==> config.mk <==
export PLATFORM = sky130hd
export DESIGN_NAME = freeahb_req_arbiter
export DESIGN_NICKNAME = d
export VERILOG_FILES = /design/src/rtl/freeahb_arb_pkg.sv /design/src/rtl/rr_pick2.sv /design/src/rtl/freeahb_req_arbiter.sv
export SDC_FILE = /design/constraint.sdc
export NUM_CORES = 1
export LEC_CHECK = 0
export ABC_AREA = 1
export CAP_MARGIN = 10
export CELL_PAD_IN_SITES_DETAIL_PLACEMENT = 0
export CELL_PAD_IN_SITES_GLOBAL_PLACEMENT = 1
export CORE_AREA = 2 2 134 201
export DETAILED_ROUTE_END_ITERATION = 16
export DIE_AREA = 0 0 136 203
export GPL_TIMING_DRIVEN = 0
export PLACE_DENSITY = 0.78
export SYNTH_ARGS = -nofsm -noshare
export SYNTH_HDL_FRONTEND = slang
export SYNTH_HIERARCHICAL = 1
export SYNTH_SLANG_ARGS = --single-unit
==> constraint.sdc <==
create_clock -name HCLK -period 2.2 [get_ports HCLK]
set_clock_uncertainty 0.15 [all_clocks]
set_input_delay 0.44 -clock HCLK [delete_from_list [all_inputs] [get_ports HCLK]]
set_output_delay 0.44 -clock HCLK [all_outputs]
set_load 0.005 [all_outputs]
==> src/rtl/freeahb_arb_pkg.sv <==
// Shared types and constants for the FreeAHB two-requester arbiter.
// Holds the sequencer state encoding, HSIZE codes and the fixed single-beat controls.
package freeahb_arb_pkg;

  typedef enum logic [1:0] {
    IDLE    = 2'd0,
    ISSUE   = 2'd1,
    WAIT_RD = 2'd2,
    DONE    = 2'd3
  } arb_state_e;

  localparam logic [2:0] HSIZE_BYTE  = 3'b000;
  localparam logic [2:0] HSIZE_HWORD = 3'b001;
  localparam logic [2:0] HSIZE_WORD  = 3'b010;
  localparam logic [2:0] HSIZE_DWORD = 3'b011;

  localparam logic [31:0] M_MIN_LEN = 32'd0;
  localparam logic        M_CONT    = 1'b0;
  localparam logic        M_LOCK    = 1'b0;

  typedef struct packed {
    logic        write;
    logic [31:0] addr;
    logic [31:0] wdata;
    logic [2:0]  size;
    logic [3:0]  prot;
  } req_t;

endpackage

==> src/rtl/rr_pick2.sv <==
// Combinational two-way picker: a lone request wins outright; on a tie either
// requester 0 wins (fixed priority) or the one that was not granted last.
module rr_pick2 (
  input  logic [1:0] req,
  input  logic       last,
  input  logic       fixed_prio,
  output logic       grant
);

  // Grant index selection
  always_comb begin
    grant = 1'b0;
    case (req)
      2'b01:   grant = 1'b0;
      2'b10:   grant = 1'b1;
      2'b11:   grant = fixed_prio ? 1'b0 : ~last;
      default: grant = 1'b0;
    endcase
  end

endmodule

==> src/rtl/freeahb_req_arbiter.sv <==
// Arbitrates two single-beat requesters onto the FreeAHB native request port,
// sequences the handshake and returns read data or a timeout error to the owner.
module freeahb_req_arbiter
  import freeahb_arb_pkg::*;
#(
  parameter int FIXED_PRIO = 0,
  parameter int TIMEOUT    = 1024
) (
  input  logic        HCLK,
  input  logic        HRESETn,
  input  logic        rq0_valid,
  input  logic        rq0_write,
  input  logic [31:0] rq0_addr,
  input  logic [31:0] rq0_wdata,
  input  logic [2:0]  rq0_size,
  input  logic [3:0]  rq0_prot,
  output logic        rq0_ack,
  output logic [31:0] rq0_rdata,
  output logic        rq0_err,
  input  logic        rq1_valid,
  input  logic        rq1_write,
  input  logic [31:0] rq1_addr,
  input  logic [31:0] rq1_wdata,
  input  logic [2:0]  rq1_size,
  input  logic [3:0]  rq1_prot,
  output logic        rq1_ack,
  output logic [31:0] rq1_rdata,
  output logic        rq1_err,
  output logic [31:0] m_addr,
  output logic [31:0] m_wdata,
  output logic        m_valid,
  output logic        m_write,
  output logic        m_read,
  output logic [2:0]  m_size,
  output logic [3:0]  m_prot,
  output logic [31:0] m_min_len,
  output logic        m_cont,
  output logic        m_lock,
  input  logic        m_next,
  input  logic        m_ready,
  input  logic [31:0] m_rdata,
  output logic        busy,
  output logic        owner
);

  localparam int CNT_W = $clog2(TIMEOUT) + 1;
  localparam logic [CNT_W-1:0] CNT_LAST = CNT_W'(TIMEOUT - 1);

  arb_state_e       state_q, state_d;
  logic             owner_q, owner_d;
  req_t             req_q, req_d;
  logic [CNT_W-1:0] cnt_q, cnt_d;
  logic             m_valid_q, m_valid_d;
  logic             m_write_q, m_write_d;
  logic             m_read_q, m_read_d;
  logic             busy_q, busy_d;
  logic             ack0_q, ack0_d, ack1_q, ack1_d;
  logic             err0_q, err0_d, err1_q, err1_d;
  logic [31:0]      rdata0_q, rdata0_d, rdata1_q, rdata1_d;
  logic             sel_s;
  logic             expire_s;
  logic             done_err_s;
  logic [31:0]      done_rdata_s;
  req_t             rq0_req_s, rq1_req_s;

  assign rq0_req_s = '{write: rq0_write, addr: rq0_addr, wdata: rq0_wdata,
                       size: rq0_size, prot: rq0_prot};
  assign rq1_req_s = '{write: rq1_write, addr: rq1_addr, wdata: rq1_wdata,
                       size: rq1_size, prot: rq1_prot};

  rr_pick2 u_pick (
    .req        ({rq1_valid, rq0_valid}),
    .last       (owner_q),
    .fixed_prio (FIXED_PRIO != 0),
    .grant      (sel_s)
  );

  assign expire_s = (cnt_q == CNT_LAST);

  // Sequencer next state; a completing event takes precedence over expiry
  always_comb begin
    state_d      = state_q;
    owner_d      = owner_q;
    req_d        = req_q;
    cnt_d        = '0;
    done_err_s   = 1'b0;
    done_rdata_s = 32'd0;
    case (state_q)
      IDLE: begin
        if (rq0_valid || rq1_valid) begin
          owner_d = sel_s;
          req_d   = sel_s ? rq1_req_s : rq0_req_s;
          state_d = ISSUE;
        end else begin
          state_d = IDLE;
        end
      end
      ISSUE: begin
        cnt_d = cnt_q + 1'b1;
        if (m_next) begin
          state_d = req_q.write ? DONE : WAIT_RD;
        end else if (expire_s) begin
          state_d    = DONE;
          done_err_s = 1'b1;
        end else begin
          state_d = ISSUE;
        end
      end
      WAIT_RD: begin
        cnt_d = cnt_q + 1'b1;
        if (m_ready) begin
          state_d      = DONE;
          done_rdata_s = m_rdata;
        end else if (expire_s) begin
          state_d    = DONE;
          done_err_s = 1'b1;
        end else begin
          state_d = WAIT_RD;
        end
      end
      DONE: begin
        state_d = IDLE;
      end
      default: begin
        state_d = IDLE;
      end
    endcase
  end

  // Registered output values derived from the upcoming state
  always_comb begin
    m_valid_d = (state_d == ISSUE);
    m_write_d = (state_d == ISSUE) && req_d.write;
    m_read_d  = (state_d == ISSUE) && !req_d.write;
    busy_d    = (state_d != IDLE);
    ack0_d    = (state_d == DONE) && !owner_d;
    ack1_d    = (state_d == DONE) && owner_d;
    err0_d    = ack0_d && done_err_s;
    err1_d    = ack1_d && done_err_s;
    rdata0_d  = ack0_d ? done_rdata_s : 32'd0;
    rdata1_d  = ack1_d ? done_rdata_s : 32'd0;
  end

  // State and output registers; owner resets to 1 so requester 0 wins first
  always_ff @(posedge HCLK or negedge HRESETn) begin
    if (!HRESETn) begin
      state_q   <= IDLE;
      owner_q   <= 1'b1;
      req_q     <= '0;
      cnt_q     <= '0;
      m_valid_q <= 1'b0;
      m_write_q <= 1'b0;
      m_read_q  <= 1'b0;
      busy_q    <= 1'b0;
      ack0_q    <= 1'b0;
      ack1_q    <= 1'b0;
      err0_q    <= 1'b0;
      err1_q    <= 1'b0;
      rdata0_q  <= 32'd0;
      rdata1_q  <= 32'd0;
    end else begin
      state_q   <= state_d;
      owner_q   <= owner_d;
      req_q     <= req_d;
      cnt_q     <= cnt_d;
      m_valid_q <= m_valid_d;
      m_write_q <= m_write_d;
      m_read_q  <= m_read_d;
      busy_q    <= busy_d;
      ack0_q    <= ack0_d;
      ack1_q    <= ack1_d;
      err0_q    <= err0_d;
      err1_q    <= err1_d;
      rdata0_q  <= rdata0_d;
      rdata1_q  <= rdata1_d;
    end
  end

  assign m_addr    = req_q.addr;
  assign m_wdata   = req_q.wdata;
  assign m_size    = req_q.size;
  assign m_prot    = req_q.prot;
  assign m_valid   = m_valid_q;
  assign m_write   = m_write_q;
  assign m_read    = m_read_q;
  assign m_min_len = M_MIN_LEN;
  assign m_cont    = M_CONT;
  assign m_lock    = M_LOCK;
  assign busy      = busy_q;
  assign owner     = owner_q;
  assign rq0_ack   = ack0_q;
  assign rq1_ack   = ack1_q;
  assign rq0_err   = err0_q;
  assign rq1_err   = err1_q;
  assign rq0_rdata = rdata0_q;
  assign rq1_rdata = rdata1_q;

endmodule

Yosys cells after proc, flatten, opt, wreduce, memory -nomap -nowiden. Cells that the tools add are included.

$lt $le $gt $ge: 0. Multipliers: 0. Shifts and indexed selects: 0. Equality and inequality tests: 8. Divide/modulo/power cells: 0. Multiplexer cells: 22. Add/sub/neg operators: 1. Reduce and logical (&&, ||, !) cells: 13. Bitwise operators: 1.

Operators with widths (number): $mux W72 (3); $mux W32 (4); $add A11 B1 Y11 const B (1); $eq A11 B10 Y1 const B (1); $mux W11 (1); $eq A2 B2 Y1 const B (5); $mux W1 (9); $pmux W2 S4 (1); $logic_and A1 B1 Y1 (6); $eq A2 B1 Y1 const B (2); $mux W2 (2); $pmux W1 S2 (2); $logic_not A1 Y1 (2); $logic_not A2 Y1 (1); $reduce_and A2 Y1 (1); $reduce_bool A2 Y1 (1); $reduce_or A2 Y1 (1); $logic_or A1 B1 Y1 (1); $not A1 Y1 (1).

Input port bits: 182. Memory bits (read-only): 0. Word-level logic and storage cells: 63. Output and inout port bits: 178. Register bits: 158. Memories: 0. Bits in writable memories: 0. Latch bits: 0.

Depth between registers and ports, before layout.
Depth after elaboration: 7. Gate-level depth with buffers: 11. Gate-level depth less buffers: 10.

By module. Netlist, hierarchy kept.

By module, submodules not included: freeahb_req_arbiter (instances 1, cells each 854, seq. area each 3955.0 um2, area an instance 7349.5 um2); rr_pick2 (instances 1, cells each 7, seq. area each 0.0 um2, area an instance 28.8 um2).

Worst setup path after synthesis. Ideal clock, no wire load.

Path kind: in2reg. Start: input port rq0_valid. End: register m_read_q, in the netlist m_read. Buffers on the path: 2. Data arrival time: 1594 ps. Required time: 1978 ps. Setup time: 72 ps. Setup slack: 384 ps. Stages on the path: 10. Cells stage by stage: nand2_1 inv_1 nand2_1 nand2_1 buf_2 buf_2 mux2_2 o21ai_0 inv_1 nor2_1.

RTL lines: start, declared (RTL line freeahb_req_arbiter.sv:11) `input logic rq0_valid,`; end signal, assigned (RTL line freeahb_req_arbiter.sv:168) `m_read_q <= m_read_d;`; end, declared (RTL line freeahb_req_arbiter.sv:55) `logic m_read_q, m_read_d;`.

Worst setup path after layout.
Start: register owner_q, in the netlist owner. End: output port owner.

RTL lines: start, declared (RTL line freeahb_req_arbiter.sv:50) `logic owner_q, owner_d;`; start signal, assigned (RTL line freeahb_req_arbiter.sv:163) `owner_q <= owner_d;`; end, declared (RTL line freeahb_req_arbiter.sv:43) `output logic owner`.

No word-level cell between the ends.

==> flow_summary_export.csv <==
group,metric,value,unit
drt,wl_per_cell,14.5,um
sta,worstMarginPinSlew,514,ps
clocking,clk_pin_slew,60,ps
setup_path,cp_max_fo,3,
yosys,ys_seq_area_frac,0.536,
clocking,cts-buffers-inserted,17,
power_and_ir_drop,max-vdd-ir-drop,503,uV
final_layout,area_growth,60.5,%
sta,rsz0062_at_grt,"false",
grt,grt_start_max_net_pins,95,
setup_path,cp.required,1610,ps
grt,grt_first_pass_wirelength,34.8,mm
yosys,synth_compound_area_frac,0.108,
yosys,synth_top_family_by_area,"buffers and inverters",
floorplanning,io-pin-count,360,
yosys,ys_types,26,
grt,grt_util_all_layers,0.165,
yosys,yosysWarnings,6,
drt,vias,6524,
drt,antenna_left,0,
yosys,muxShareOfSynthArea,0.00153,
yosys,yosysMostFrequentCell,"nand2_1",
setup_path,slowest_delay,560,ps
place,dp_slack,-745,ps
grt,grt_remaining_overflow,0,
final_layout,stdcell_area,11800,sq um
clocking,clock_sinks,158,
job,maxCapViolCount,0,
floorplanning,core_area,25800,sq um
status,status,"complete, no violations",
clocking,clk_latency,420,ps
sta,drv_slew,0,
yosys,syn_inst,861,
yosys,netlist.area_leader.share,0.532,
grt,first_global_vias,6564,
floorplanning,dieHeight,203,um
yosys,ys_top_cells_by_count,"198 x nand2_1, 157 x dfrtp_1, 148 x o21ai_0",
yosys,avgSynthCellArea,8.57,sq um
clocking,postCtsSetupBuffers,0,
clocking,clk_path_buf_depth,2,
setup_path,cp_slowest_cell,"dfstp_2",
drt,wirelength,22.9,mm
sta,finalHoldViolCount,0,
clocking,cts_tree,"built",
sta,finalSetupViolCount,0,
power_and_ir_drop,leakage,5.58,nW
drt,drc,0,
final_layout,num_antenna_cells,0,
yosys,synthTopCellsByArea,"dfrtp_1 53%, buf_4 11%, nand2_1 10%, o21ai_0 10%, inv_1 4.8%",
sta,max-slew-margin-rel,0.657,
sta,hold_ws,306,ps
setup_path,endpoint_kind,"primary output",
clocking,cts_max_level,4,
setup_path,crit_chain,"clkdlybuf4s50_1",
grt,antenna_found_initial,0,
sta,period_needed,2130,ps
yosys,yosys.area_share.xor_xnor,0.00119,
place,placedInstanceArea,11200,sq um
yosys,yosys.area_share.simple,0.162,
floorplanning,initial_utilization,0.286,
setup_path,critical_path_class,"register to primary output",
place,port_buffers,325,
yosys,synthAdderAreaFrac,0.00848,
sta,min_period_over_period,0.967,
floorplanning,rows,72,
yosys,syn_area,7380,sq um
yosys,yosys.area.top_type,"dfrtp_1",
sta,fin_ws,72.1,ps
setup_path,arrival,1540,ps
setup_path,path_buf_inv,1,
final_layout,nets,1428,
drt,first_iter_violations,212,
hold_path,hp-class,"register to register",
power_and_ir_drop,p_total,0.0120,W
sta,fmax,470,MHz
floorplanning,dieArea,27600,sq um
final_layout,drive_above_1_share,0.144,
place,gp_congestion,0.799,
floorplanning,fp.dieW,136,um
yosys,synth_seq_cells,158,
sta,setup_tns,0,ps
yosys,synthArstFlopShare,1.00,
setup_path,critical-path-top-delay-family,"flip-flops",
drt,vias_per_cell,4.11,
setup_path,cp-start-kind,"register",
yosys,synth_edf_count,0,
clocking,cts-root-buf,"clkbuf_16",
drt,first_pass_iters,6,
power_and_ir_drop,cellPowerDensity,1020,nW/um^2
yosys,ys.flop_type,"dfrtp_1",
place,dp_hpwl,17.7,mm
where the power goes:
part | switching, W | total (W) | internal, W
clock network | 0.00131 | 0.00295 | 0.00164
registers | 0.000395 | 0.00408 | 0.00369
logic | 0.00212 | 0.00502 | 0.00289
total | 0.00383 | 0.0120 | 0.00822
state kept, by name, indices dropped and copies added (netlist names), 2 cells and up:
register,count
cnt_q,11
m_addr,32
m_prot,4
m_size,3
m_wdata,32
rq0_rdata,32
rq1_rdata,32
state_q,2
per-stage QoR:
step           instances  utilization
6_report            1587        0.460
5_1_grt             1587        0.460
4_1_cts             1587        0.459
3_5_place_dp        1554        0.435
3_3_place_gp        1553        0.434
2_1_floorplan        895            -
final cells by class:
cell class	instances	area [sq um]
fill	2553	13900
sequential	158	3960
timing repair buffer	327	3300
multi-input combinational	496	2210
buffer	146	1030
clock buffer	19	443
tap	333	417
inverter	95	357
clock inverter	13	141
path summary, 6_finish.rpt:
kind / start / endpoint / slack [ps] / cells after the start
min: cnt_q[0] / cnt_q[0] / 310 / 1
max reg2reg: state_q[0] / rq0_rdata[28] / 170 / 10
max: owner / owner / 70 / 1
max in group asynchronous: HRESETn / owner / 650 / 3
min reg2reg: cnt_q[0] / cnt_q[0] / 310 / 1
min in group asynchronous: HRESETn / m_wdata[27] / 390 / 2
per-layer routing:
layer / vias to the layer above / global-route usage / routed length [um]
met2: 260 / 0.305 / 11800
met4: 0 / 0.0461 / 382
met5: - / 0 / 0
li1: 3270 / - / -
met1: 2971 / 0.173 / 8610
met3: 23 / 0.0587 / 2140
logic make-up after synthesis:
| logic type | count (synthesis) |
|---|---|
| AND/OR/NAND/NOR | 298 |
| buffers and inverters | 241 |
| flip-flops | 158 |
| AO/OA/AOI/OAI | 156 |
| adder cells (fa/ha/maj) | 5 |
| other | 1 |
| XOR/XNOR | 1 |
| multiplexers | 1 |
timing repair:
item                                   CTS  global route
endpoints found under the hold margin   64             0
hold buffers                             1             0
gates cloned                             0             0
setup endpoints to repair               74           109
resized for setup                       11            16
cells in the final DEF, fill, tap and decap left out, types with 2 or more instances in the layout:
cell,n
nand3_1,4
inv_8,4
nand2_2,4
inv_1,94
a21oi_1,6
buf_4,105
or2_2,2
nor2_2,3
nand2_1,198
nor2_1,80
clkdlybuf4s50_1,324
nor3_1,3
buf_2,8
clkbuf_1,18
inv_6,6
clkbuf_2,8
ha_1,5
conb_1,35
clkbuf_16,17
o21ai_0,147
buf_6,7
nand3_4,2
buf_8,2
dfrtp_1,157
Power figures use the tool's default switching activity.
